--- config.mk ---
export PLATFORM = sky130hd
export DESIGN_NAME = muldiv_unit
export DESIGN_NICKNAME = d
export VERILOG_FILES = /design/src/rtl/muldiv_pkg.sv /design/src/rtl/muldiv_unit_div_step.sv /design/src/rtl/muldiv_unit.sv
export SDC_FILE = /design/constraint.sdc
export NUM_CORES = 1
export LEC_CHECK = 0
export BUFFER_PORTS_ARGS = -buffer_cell sky130_fd_sc_hd__buf_2
export CAP_MARGIN = 20
export CELL_PAD_IN_SITES_DETAIL_PLACEMENT = 1
export CELL_PAD_IN_SITES_GLOBAL_PLACEMENT = 2
export CORE_MARGIN = 10
export CORE_UTILIZATION = 37
export CTS_CLUSTER_DIAMETER = 30
export CTS_CLUSTER_SIZE = 24
export DETAILED_ROUTE_END_ITERATION = 8
export GPL_TIMING_DRIVEN = 0
export MAX_ROUTING_LAYER = met4
export PLACE_DENSITY_LB_ADDON = 0.1
export SLEW_MARGIN = 20
export SYNTH_ARGS = -nofsm -noshare
export SYNTH_HDL_FRONTEND = slang
export SYNTH_SLANG_ARGS = --single-unit
--- constraint.sdc ---
create_clock -name clk -period 5.01 [get_ports clk]
set_input_delay 0.2505 -clock clk [delete_from_list [all_inputs] [get_ports clk]]
set_output_delay 0.2505 -clock clk [all_outputs]
set_load 0.01 [all_outputs]
--- src/rtl/muldiv_pkg.sv ---
// Shared types and constants for the iterative multiply/divide unit.
package muldiv_pkg;

  // Iteration count of the radix-2 engine; one product/quotient bit per cycle.
  localparam int unsigned ITER = 32;

  // Operation encodings presented on op.
  localparam logic [1:0] OP_MULT  = 2'b00;
  localparam logic [1:0] OP_MULTU = 2'b01;
  localparam logic [1:0] OP_DIV   = 2'b10;
  localparam logic [1:0] OP_DIVU  = 2'b11;

  typedef enum logic [1:0] {
    IDLE = 2'd0,
    RUN  = 2'd1,
    FIX  = 2'd2
  } state_t;

endpackage

--- src/rtl/muldiv_unit_div_step.sv ---
// One restoring-division step.
// Ports: rem (partial remainder), dbit (next dividend bit), divisor
//        -> rem_next (updated remainder), qbit (quotient bit).
module div_step #(
  parameter int unsigned WIDTH = 32
) (
  input  logic [WIDTH-1:0] rem,
  input  logic             dbit,
  input  logic [WIDTH-1:0] divisor,
  output logic [WIDTH-1:0] rem_next,
  output logic             qbit
);

  logic [WIDTH:0] shifted;

  // rem < divisor on entry, so the shifted value is below 2*divisor and the
  // restored/subtracted remainder always fits in WIDTH bits.
  always_comb begin
    shifted  = {rem, dbit};
    qbit     = (shifted >= {1'b0, divisor});
    rem_next = qbit ? WIDTH'(shifted - {1'b0, divisor}) : shifted[WIDTH-1:0];
  end

endmodule

--- src/rtl/muldiv_unit.sv ---
// Iterative MULT/MULTU/DIV/DIVU engine with architectural HI/LO registers.
// Ports: clk, rst_n (sync, active low); start/op/data0/data1 launch an op;
//        mthi/mtlo/wdata write HI/LO; flush aborts; busy/done/div_zero status;
//        stall = start | busy; hi/lo architectural registers.
module muldiv_unit
  import muldiv_pkg::*;
#(
  parameter int unsigned WIDTH = 32,
  parameter int unsigned ITER  = muldiv_pkg::ITER
) (
  input  logic             clk,
  input  logic             rst_n,
  input  logic             start,
  input  logic [1:0]       op,
  input  logic [WIDTH-1:0] data0,
  input  logic [WIDTH-1:0] data1,
  input  logic             mthi,
  input  logic             mtlo,
  input  logic [WIDTH-1:0] wdata,
  input  logic             flush,
  output logic             busy,
  output logic             stall,
  output logic             done,
  output logic             div_zero,
  output logic [WIDTH-1:0] hi,
  output logic [WIDTH-1:0] lo
);

  localparam int unsigned CNT_W = $clog2(ITER);

  state_t state, state_next;

  logic [CNT_W-1:0] cnt;
  logic [WIDTH-1:0] acc_hi, acc_lo, opnd;
  logic             is_div, neg_res, neg_rem, dz;
  logic             load, step, commit;

  logic             signed_op;
  logic [WIDTH-1:0] mag0, mag1;
  logic [WIDTH:0]   sum;
  logic [WIDTH-1:0] rem_next;
  logic             qbit;
  logic [2*WIDTH-1:0] prod;
  logic [WIDTH-1:0] res_hi, res_lo;

  assign stall = start | busy;

  // Operand magnitudes; signed ops iterate on |x| and fix the sign at the end.
  always_comb begin
    signed_op = ~op[0];
    mag0      = (signed_op && data0[WIDTH-1]) ? -data0 : data0;
    mag1      = (signed_op && data1[WIDTH-1]) ? -data1 : data1;
  end

  // Shift-add multiply step: conditional add, then shift {sum, acc_lo} right.
  always_comb begin
    sum = {1'b0, acc_hi} + (acc_lo[0] ? {1'b0, opnd} : '0);
  end

  div_step #(.WIDTH(WIDTH)) u_div_step (
    .rem      (acc_hi),
    .dbit     (acc_lo[WIDTH-1]),
    .divisor  (opnd),
    .rem_next (rem_next),
    .qbit     (qbit)
  );

  // Sign fix-up for the committed result.
  always_comb begin
    prod = {acc_hi, acc_lo};
    if (is_div) begin
      res_lo = neg_res ? -acc_lo : acc_lo;
      res_hi = neg_rem ? -acc_hi : acc_hi;
    end else begin
      if (neg_res) prod = -prod;
      res_hi = prod[2*WIDTH-1:WIDTH];
      res_lo = prod[WIDTH-1:0];
    end
  end

  // State register.
  always_ff @(posedge clk) begin
    if (!rst_n) state <= IDLE;
    else        state <= state_next;
  end

  // Next-state and control decode; flush overrides everything but reset.
  always_comb begin
    state_next = state;
    load       = 1'b0;
    step       = 1'b0;
    commit     = 1'b0;
    case (state)
      IDLE: begin
        if (start) begin
          state_next = RUN;
          load       = 1'b1;
        end
      end
      RUN: begin
        step = 1'b1;
        if (cnt == CNT_W'(ITER - 1)) state_next = FIX;
      end
      FIX: begin
        commit     = 1'b1;
        state_next = IDLE;
      end
      default: state_next = IDLE;
    endcase
    if (flush) begin
      state_next = IDLE;
      load       = 1'b0;
      step       = 1'b0;
      commit     = 1'b0;
    end
  end

  // Datapath, status outputs and HI/LO.
  always_ff @(posedge clk) begin
    if (!rst_n) begin
      cnt      <= '0;
      acc_hi   <= '0;
      acc_lo   <= '0;
      opnd     <= '0;
      is_div   <= 1'b0;
      neg_res  <= 1'b0;
      neg_rem  <= 1'b0;
      dz       <= 1'b0;
      busy     <= 1'b0;
      done     <= 1'b0;
      div_zero <= 1'b0;
      hi       <= '0;
      lo       <= '0;
    end else begin
      busy     <= (state_next != IDLE);
      done     <= commit;
      div_zero <= commit & is_div & dz;

      if (load) begin
        cnt     <= '0;
        acc_hi  <= '0;
        acc_lo  <= mag0;
        opnd    <= mag1;
        is_div  <= op[1];
        neg_res <= signed_op & (data0[WIDTH-1] ^ data1[WIDTH-1]);
        neg_rem <= signed_op & data0[WIDTH-1];
        dz      <= (data1 == '0);
      end

      if (step) begin
        cnt <= cnt + CNT_W'(1);
        if (is_div) begin
          acc_hi <= rem_next;
          acc_lo <= {acc_lo[WIDTH-2:0], qbit};
        end else begin
          acc_hi <= sum[WIDTH:1];
          acc_lo <= {sum[0], acc_lo[WIDTH-1:1]};
        end
      end

      // Commit only happens in FIX, so it never collides with an IDLE mt write.
      if (commit) begin
        if (!(is_div && dz)) begin
          hi <= res_hi;
          lo <= res_lo;
        end
      end else if (state == IDLE && !flush) begin
        if (mthi) hi <= wdata;
        if (mtlo) lo <= wdata;
      end
    end
  end

endmodule

* Word level (Yosys, flattened, before mapping)
Cells that the tools add are included.
Word-level totals: register bits after elaboration 174, latch bits 0, RAM bits 0, ROM bits 0, bits of input ports 104, output and inout port bits 68, logic and storage cells 84, memories 0
Cells by class: add/subtract/negate cells 8, multipliers 0, divide/modulo/power cells 0, magnitude comparators 1, equality and inequality tests 4, shifts and indexed selects 0, multiplexer cells 36, bitwise gates (word level) 7, reduce and logical (&&, ||, !) cells 14
Operators with widths (count):
- two-way mux 32 bit | 22
- negation 32 bit | 4
- two-way mux 64 bit | 1
- negation 64 bit | 1
- adder 32 x 32 -> 33 bit | 1
- greater-or-equal comparator 33 x 32 -> 1 bit | 1
- zero test 32 bit | 1
- subtractor 32 bit | 1
- two-way mux 5 bit | 2
- nonzero test 2 bit | 5
- two-way mux 1 bit | 7
- two-way mux 2 bit | 3
- AND reduction 3 bit | 2
- adder 5 x 1 -> 5 bit (second input constant) | 1
- equality test 5 bit (second input constant) | 1
- bitwise AND 1 bit | 4
- logical AND 1 bit | 4
- one-hot mux 2 bit (2 select lines) | 1
- equality test 2 x 1 -> 1 bit (second input constant) | 1
- equality test 2 bit (second input constant) | 1
- zero test 2 bit | 1
- != test 2 bit (second input constant) | 1
- zero test 1 bit | 1
- NOT 1 bit | 1
- other kinds (2) | 2

* Depth between registers and ports, before layout
Gate-level depths: netlist of the first run.
depth in word-level cells 5, gate-level depth with buffers 15, mapped depth without buffers 14

* Hierarchy
Synthesis of the first run repeated with hierarchy kept, for this count alone.
Unflattened totals: cell total of the unflattened synthesis 1940, area total of the unflattened synthesis 14622.8 um^2
By module, submodules not included:
- muldiv_unit | instances 1, cells an instance 1617, area each 12291.8 um^2, seq. area each 3483.3 um^2
- div_step | instances 1, cells an instance 323, area each 2331.0 um^2, seq. area each 0.0 um^2

* Worst setup path before layout of the first run
OpenSTA, ideal clock, no wires.
kind reg2reg, start register acc_hi[1], end register acc_hi[3], library setup time 122 ps, arrival time 3002 ps, required time 4888 ps, setup slack 1887 ps, stages on the path, launching flop included 13, period minus slack after synthesis 3123 ps, cell sequence dfxtp_1 ha_1 o21a_1 o31a_1 o311ai_0 a31oi_1 o21a_1 a21oi_1 buf_2 buf_2 mux2i_1 nor2_1 a221o_1
Between the ends: word-level cells in the longest chain between the ends 4, elaborated cells on any way between the ends 6, those cells by class add/sub (2); order compare (1); mux (3)
Ends and longest elaborated chain:
- start: declaration | line muldiv_unit.sv:34 | logic [WIDTH-1:0] acc_hi, acc_lo, opnd;
- start signal: assignment | line muldiv_unit.sv:153 | acc_hi <= rem_next;
- start signal: assignment | line muldiv_unit.sv:156 | acc_hi <= sum[WIDTH:1];
- subtractor 32 bit / greater-or-equal comparator 33 x 32 -> 1 bit (equally long branches) | line muldiv_unit_div_step.sv:21, muldiv_unit_div_step.sv:20
- two-way mux 32 bit | line muldiv_unit_div_step.sv:21 | rem_next = qbit ? WIDTH'(shifted - {1'b0, divisor}) : shifted[WIDTH-1:0];
- two-way mux 32 bit * | line muldiv_unit.sv:152 | if (is_div) begin
- two-way mux 32 bit * | line muldiv_unit.sv:150 | if (step) begin
Mark *: on every way between the ends. The rest lies on a longest branch, timed or not. A chain may end at the register's enable or synchronous reset.

* Final worst setup path of the first run
start register acc_lo[0], end register acc_hi[21]
Between the ends: word-level cells in the longest chain between the ends 4
Ends and longest elaborated chain:
- start: declaration | line muldiv_unit.sv:34
- start signal: assignment | line muldiv_unit.sv:142 | acc_lo <= mag0;
- start signal: assignment | line muldiv_unit.sv:154 | acc_lo <= {acc_lo[WIDTH-2:0], qbit};
- start signal: assignment | line muldiv_unit.sv:157 | acc_lo <= {sum[0], acc_lo[WIDTH-1:1]};
- two-way mux 32 bit | line muldiv_unit.sv:57 | sum = {1'b0, acc_hi} + (acc_lo[0] ? {1'b0, opnd} : '0);
- adder 32 x 32 -> 33 bit | line muldiv_unit.sv:57
- two-way mux 32 bit | line muldiv_unit.sv:152
- two-way mux 32 bit | line muldiv_unit.sv:150
No other way between the ends.

==> results of run 1 <==
-- routing by layer --
metal / vias to the layer above / wire, um / GRT usage (%)
li1: 7275 / - / -
met4: 0 / 1310 / 7.46
met2: 351 / 27200 / 41.3
met5: - / 0 / -
met1: 7392 / 29200 / 36.1
met3: 71 / 3040 / 4.22
-- worst reg2reg max path, cell delays in order, from the launching register on --
cell and delay [ns]:
dfxtp_1 0.43, inv_1 0.27, clkbuf_1 0.49, nor2_1 0.11, ha_1 0.29, clkbuf_1 0.26, nand2_1 0.08, o21ai_0 0.23
and2_1 0.20, o2111ai_1 0.30, a311oi_1 0.44, a31oi_1 0.24, o21bai_1 0.43, xor2_1 0.48, a21oi_1 0.15, nor2_1 0.12
-- registers in the layout, indices dropped and copies added (netlist names) --
signal	cells
state	2
busy	1
neg_res	1
neg_rem	1
div_zero	1
acc_hi	32
cnt	5
opnd	32
acc_lo	32
is_div	1
dz	1
done	1
hi	32
lo	32
-- area by class of cell --
cell class	count	area, um^2
Antenna cell	2	5.00
Buffer	127	505
Clock buffer	24	492
Clock inverter	7	125
Fill cell	4709	20800
Inverter	55	206
Multi-Input combinational cell	1541	9630
Sequential cell	174	3480
Tap cell	468	586
Timing Repair Buffer	171	858
-- final timing paths --
| check | to | cells after the start |
|---|---|---|
| setup / recovery | acc_hi[21] | 15 |
| hold reg to reg | hi[2] | 2 |
| setup reg to reg | acc_hi[21] | 15 |
| hold / removal | hi[28] | 3 |
-- cell families (layout without fill, tap and decap cells) --
logic type | after synthesis | count (layout) | synth area share [%]
buf+inv | 182 | 384 | 5.15
compound gates | 632 | 632 | 29.0
simple gates | 645 | 645 | 21.4
xor+xnor | 149 | 149 | 9.44
other cells | 0 | 2 | 0
mux | 43 | 43 | 3.13
flops | 174 | 174 | 25.2
fa+ha+maj | 72 | 72 | 6.63
-- report_power, final --
part | leakage, nW | switching, mW | internal (mW) | total [mW]
Clock | 0.295 | 0.639 | 0.842 | 1.48
Combinational | 4.71 | 0.606 | 0.327 | 0.933
Sequential | 1.42 | 0.0665 | 1.45 | 1.52
-- stage by stage --
step | instances | worst slack [ns] | power (mW)
finish | 2569 | 0.417 | 3.93
global route | 2569 | 0.149 | 4.09
CTS | 2567 | 0.487 | 3.92
detailed placement | 2536 | 0.556 | 2.46
global placement | 2535 | 0.551 | 2.44
floorplan | 1897 | 1.89 | 2.11
-- cells in the mapped netlist (5+ instances only) --
| library cell | number |
|---|---|
| inv_1 | 53 |
| ha_1 | 70 |
| o21ai_0 | 146 |
| nor3b_1 | 6 |
| a31oi_1 | 28 |
| nor4_1 | 27 |
| o31ai_1 | 27 |
| a211oi_1 | 111 |
| or3_1 | 19 |
| or4_1 | 8 |
| buf_2 | 10 |
| nand3_1 | 41 |
| nor3_1 | 39 |
| o211ai_1 | 12 |
| o31a_1 | 7 |
| nand2_1 | 173 |
| mux2i_1 | 41 |
| a21o_1 | 22 |
| and2_1 | 11 |
| a22oi_1 | 7 |
| a21boi_0 | 5 |
| o41ai_1 | 12 |
| nand2b_1 | 9 |
| nor2_1 | 248 |
| o21a_1 | 16 |
| nor2b_1 | 16 |
| nand4_1 | 9 |
| xor2_1 | 87 |
| buf_1 | 12 |
| clkbuf_1 | 102 |
| o21bai_1 | 8 |
| xnor2_1 | 62 |
| a21oi_1 | 175 |
| and3_1 | 21 |
| a311oi_1 | 16 |
| o221ai_1 | 6 |
| dfxtp_1 | 174 |
-- placed cells by master, fill, tap and decap left out, drive strengths merged, types with 20 or more instances in the layout --
cell type and n:
nor2 248, buf 195, a21oi 175, dfxtp 174, nand2 173, o21ai 153
clkbuf 127, a211oi 111, xor2 87, ha 70, xnor2 62, inv 56
nand3 41, mux2i 41, nor3 40, a31oi 28, nor4 27, o31ai 27
a21o 22, and3 21, or3 20
==> reports/summary.txt, run 1 <==
Slew Viols, Final -> 0
Setup violators final -> 0
Detailed placer's ending HPWL -> 49500 um
IO Count -> 172
Worst r2r src -> acc_lo[0]
YS warnings -> 0
Detailed Route Iter0 Violations -> 1044
Crit-path leading delay family -> compound AO/OA/AOI/OAI gates
Gpl congestion -> 0.949
Clock slew seen by the registers of the worst setup and hold paths -> 0.07 ns
Initial antenna violation count -> 2
Post-CTS Setup Repair Bufs -> 0
Post-Syn Area -> 13800 um^2
CP arrival -> 4.98 ns
Clk root buf -> clkbuf_16
EDFF count, synth -> 0
Worst Clk Skew -> 0.0155 ns
Unique masters post-synth -> 72
Syn nets -> 2073
Rows -> 70
Die area -> 45500 um^2
Synth async-reset ratio -> 0%
Synthesized area per cell -> 7.28 um^2
CP startpoint -> acc_lo[0]
Setup CP Type -> reg -> reg
Antenna Nets Post-Route -> 0
Fin crit period -> 4.59 ns
CP Max Fanout -> 10
CP bufs+invs -> 3
Clock tree sinks -> 174
Finished Cell Area -> 15900 um^2
Vias in the first global route -> 15.3k
# nets final -> 2263
Placed inst area -> 15300 um^2
Num CTS Buffers -> 17
Chip Width -> 213 um
Max-Cap Viols -> 0
Synth Flop Type -> dfxtp_1
PwrDens -> 247 nW/um^2
Synth top area share -> 25.2%
# DRC -> 0
Wire length per cell -> 23.7 um
Layout cells sized above 1 -> 10.9%
Cell taking the most area after synthesis -> dfxtp_1
Gr usage total -> 26.9%
First-pass GRT wire length -> 91800 um
Vias -> 15.1k
Required @ worst endpoint -> 5.40 ns
Die Ht -> 213 um
Clock insertion delay at the later pin of the skew report -> 0.47 ns
Area contributors post-synth -> dfxtp_1 (25%), nor2_1 (6.7%), a21oi_1 (6.3%)
R2r setup slk -> 0.42 ns
#FFs+latches synth -> 174
Gr ovfl total -> 0
Slowest CP cell -> clkbuf_1
Post_cts resized -> 0
Cells after Synth -> 1897
RSZ-0062 raised after global routing -> false
Hold path start -> wdata[28]
Status -> finished, final reports clean
CP peak stage delay -> 0.49 ns
Mean number of vias per cell -> 5.87
Drt total wl -> 60800 um
Drt pass-1 iters -> 5
Util after Layout -> 43.3%
CTS Buffer Depth -> 2
Measured slew at the worst slew-check pin -> 0.980 ns
Final Cycle Share -> 91.7%
Core Area -> 36700 um^2
TritonCTS clock tree -> done
Port bufs -> 170
Max Freq -> 218 MHz
Starting density of the core -> 37.7%
VDD IR max -> 177 uV
Leak -> 6.42 nW
Hold Crit Class -> in -> reg
Crit path cell chain -> inv_1 -> clkbuf_1 -> nor2_1 -> ha_1 -> clkbuf_1 -> nand2_1 -> o21ai_0 -> and2_1 -> o2111ai_1 -> a311oi_1 -> a31oi_1 -> o21bai_1 -> xor2_1 -> a21oi_1 -> nor2_1
Area growth, synth to finish -> 15.0%
Register area share after synthesis -> 25.2%
Critical path capture point type -> register
Rel. slew slack -> 33.8%
Pin count of the biggest net entering global routing -> 17
Startpoint Class -> register
H-tree depth -> 4
Hold Buf Count CTS -> 0
Final setup TNS -> 0 ns
Hold_ws -> 0.0748 ns
Final Hold Fails -> 0
Note: power is estimated with default switching activity, not from simulation.
==> run 2, diff against run 1 <==
--- a/config.mk
+++ b/config.mk
@@ -11,6 +11,7 @@
 export CELL_PAD_IN_SITES_GLOBAL_PLACEMENT = 2
 export CORE_MARGIN = 10
 export CORE_UTILIZATION = 37
+export CTS_BUF_LIST = sky130_fd_sc_hd__clkbuf_4
 export CTS_CLUSTER_DIAMETER = 30
 export CTS_CLUSTER_SIZE = 24
 export DETAILED_ROUTE_END_ITERATION = 8
==> run 2 against run 1 <==
Via count up 1.7%. Critical path depth unchanged. First-iteration DRC count up 4.2%. Die area unchanged. Fmax up 0.40%. Count of clock-buffer cells in the layout down 4. Non-clock buffer count up 49. Register-to-register slack better by 0.02 ns. Critical endpoint unchanged.
==> reports/summary.txt, run 2 (same netlist as run 1, synthesis figures left out) <==
Final Hold Fails -> 0 (unchanged)
Gr ovfl total -> 0 (unchanged)
Final Cycle Share -> 91.3% (was 91.7%)
Layout cells sized above 1 -> 10.6% (was 10.9%)
Wire length per cell -> 23.3 um (was 23.7 um)
Gr usage total -> 27.0% (was 26.9%)
Rows -> 70 (unchanged)
Vias -> 15.3k (was 15.1k)
First-pass GRT wire length -> 92200 um (was 91800 um)
Required @ worst endpoint -> 5.59 ns (was 5.40 ns)
Clock insertion delay at the later pin of the skew report -> 0.65 ns (was 0.47 ns)
RSZ-0062 raised after global routing -> false (unchanged)
Commonest non-fill, non-tap cell in the layout -> nor2_1 (unchanged)
Num CTS Buffers -> 17 (unchanged)
Clock slew seen by the registers of the worst setup and hold paths -> 0.17 ns (was 0.07 ns)
CP Max Fanout -> 10 (unchanged)
Slew Viols, Final -> 0 (unchanged)
Clock tree sinks -> 174 (unchanged)
Mean number of vias per cell -> 5.86 (was 5.87)
Startpoint Class -> register (unchanged)
Drt pass-1 iters -> 5 (unchanged)
Die area -> 45500 um^2 (unchanged)
Rel. slew slack -> 35.6% (was 33.8%)
Core Area -> 36700 um^2 (unchanged)
Gpl congestion -> 0.949 (unchanged)
CP arrival -> 5.15 ns (was 4.98 ns)
Starting density of the core -> 37.7% (unchanged)
Critical path capture point type -> register (unchanged)
PwrDens -> 212 nW/um^2 (was 247 nW/um^2)
Leak -> 6.48 nW (was 6.42 nW)
Final setup TNS -> 0 ns (unchanged)
Port bufs -> 170 (unchanged)
Initial antenna violation count -> 3 (was 2)
Max-Cap Viols -> 0 (unchanged)
# nets final -> 2312 (was 2263)
CTS Buffer Depth -> 2 (unchanged)
Pin count of the biggest net entering global routing -> 17 (unchanged)
VDD IR max -> 127 uV (was 177 uV)
Drt total wl -> 61000 um (was 60800 um)
Max Freq -> 219 MHz (was 218 MHz)
# DRC -> 0 (unchanged)
IO Count -> 172 (unchanged)
R2r setup slk -> 0.44 ns (was 0.42 ns)
Clk root buf -> clkbuf_4 (was clkbuf_16)
Status -> finished, final reports clean (unchanged)
Most frequent cells in the layout -> nor2_1 (248), buf_2 (180), a21oi_1 (175), dfxtp_1 (174), nand2_1 (173) (unchanged)
Detailed Route Iter0 Violations -> 1088 (was 1044)
Worst Clk Skew -> 0.0336 ns (was 0.0155 ns)
Setup CP Type -> reg -> reg (unchanged)
Die Ht -> 213 um (unchanged)
Util after Layout -> 43.8% (was 43.3%)
H-tree depth -> 4 (unchanged)
Filler cells -> 4717 (was 4709)
Setup violators final -> 0 (unchanged)
TritonCTS clock tree -> done (unchanged)
Antenna Nets Post-Route -> 0 (unchanged)
Hold Crit Class -> in -> reg (unchanged)
Post_cts resized -> 0 (unchanged)
Measured slew at the worst slew-check pin -> 0.954 ns (was 0.980 ns)
Chip Width -> 213 um (unchanged)
Fin crit period -> 4.57 ns (was 4.59 ns)
Area growth, synth to finish -> 16.3% (was 15.0%)
Vias in the first global route -> 15.5k (was 15.3k)
Detailed placer's ending HPWL -> 49500 um (unchanged)
## run 2: cell count changes in the layout (fill, tap and decap cells not counted)
cell	delta
clkbuf_1	-3
clkbuf_16	-17
clkbuf_4	+20
clkbuf_8	-4
clkinv_1	+4
diode_2	+2
dlygate4sd3_1	+49
## run 2: power breakdown
group	switching [mW]	internal [mW]	leakage [nW]
Sequential	0.0659	1.45	1.42
Clock	0.567	0.358	0.152
Combinational	0.609	0.351	4.91
## run 2: critical path, stage by stage, from the launching register on
cell       delay, ns
dfxtp_1         0.45
inv_1           0.28
clkbuf_1        0.48
nor2_1          0.11
ha_1            0.29
clkbuf_1        0.25
nand2_1         0.08
o21ai_0         0.23
and2_1          0.20
o2111ai_1       0.30
a311oi_1        0.44
a31oi_1         0.24
o21bai_1        0.43
xor2_1          0.46
a21oi_1         0.14
nor2_1          0.11
## run 2: layer usage
metal / track usage (%) / vias up / wire length, um
met2: 41.9 / 410 / 27500
li1: - / 7385 / -
met4: 6.53 / 0 / 1230
met1: 36.1 / 7474 / 29200
met5: - / - / 0
met3: 3.97 / 73 / 3160
## run 2: path summary, 6_finish.rpt
path	cells after the start	start	to
setup / recovery	15	acc_lo[0]	acc_hi[21]
hold / removal	3	wdata[21]	hi[21]
setup reg to reg	15	acc_lo[0]	acc_hi[21]
hold reg to reg	2	lo[22]	lo[22]
## run 2: area by class of cell
type	instances	area, um^2	area share [%]
Tap cell	468	586	3.65
Antenna cell	4	10.0	0.0623
Timing Repair Buffer	220	1350	8.40
Multi-Input combinational cell	1541	9630	60.0
Clock inverter	11	140	0.872
Clock buffer	20	150	0.935
Buffer	127	505	3.15
Sequential cell	174	3480	21.7
Inverter	55	206	1.29
## run 2: repair_timing
action | CTS | global route
buffers inserted | 0 | 0
hold buffers | 48 | 1
endpoints found under the hold margin | 52 | 1
## run 2: through the flow
step	cells	setup WS [ns]	hold slack, ns	instance area, um^2	power, mW
final	2620	0.435	0.0343	16100	3.41
after global routing	2619	0.174	0.0270	16100	3.56
after CTS	2615	0.466	0.00113	16000	3.40
after detailed placement	2536	0.556	0.453	15300	2.46
after global placement	2535	0.551	0.443	15300	2.44
after floorplan	1897	1.89	0.386	13800	2.11
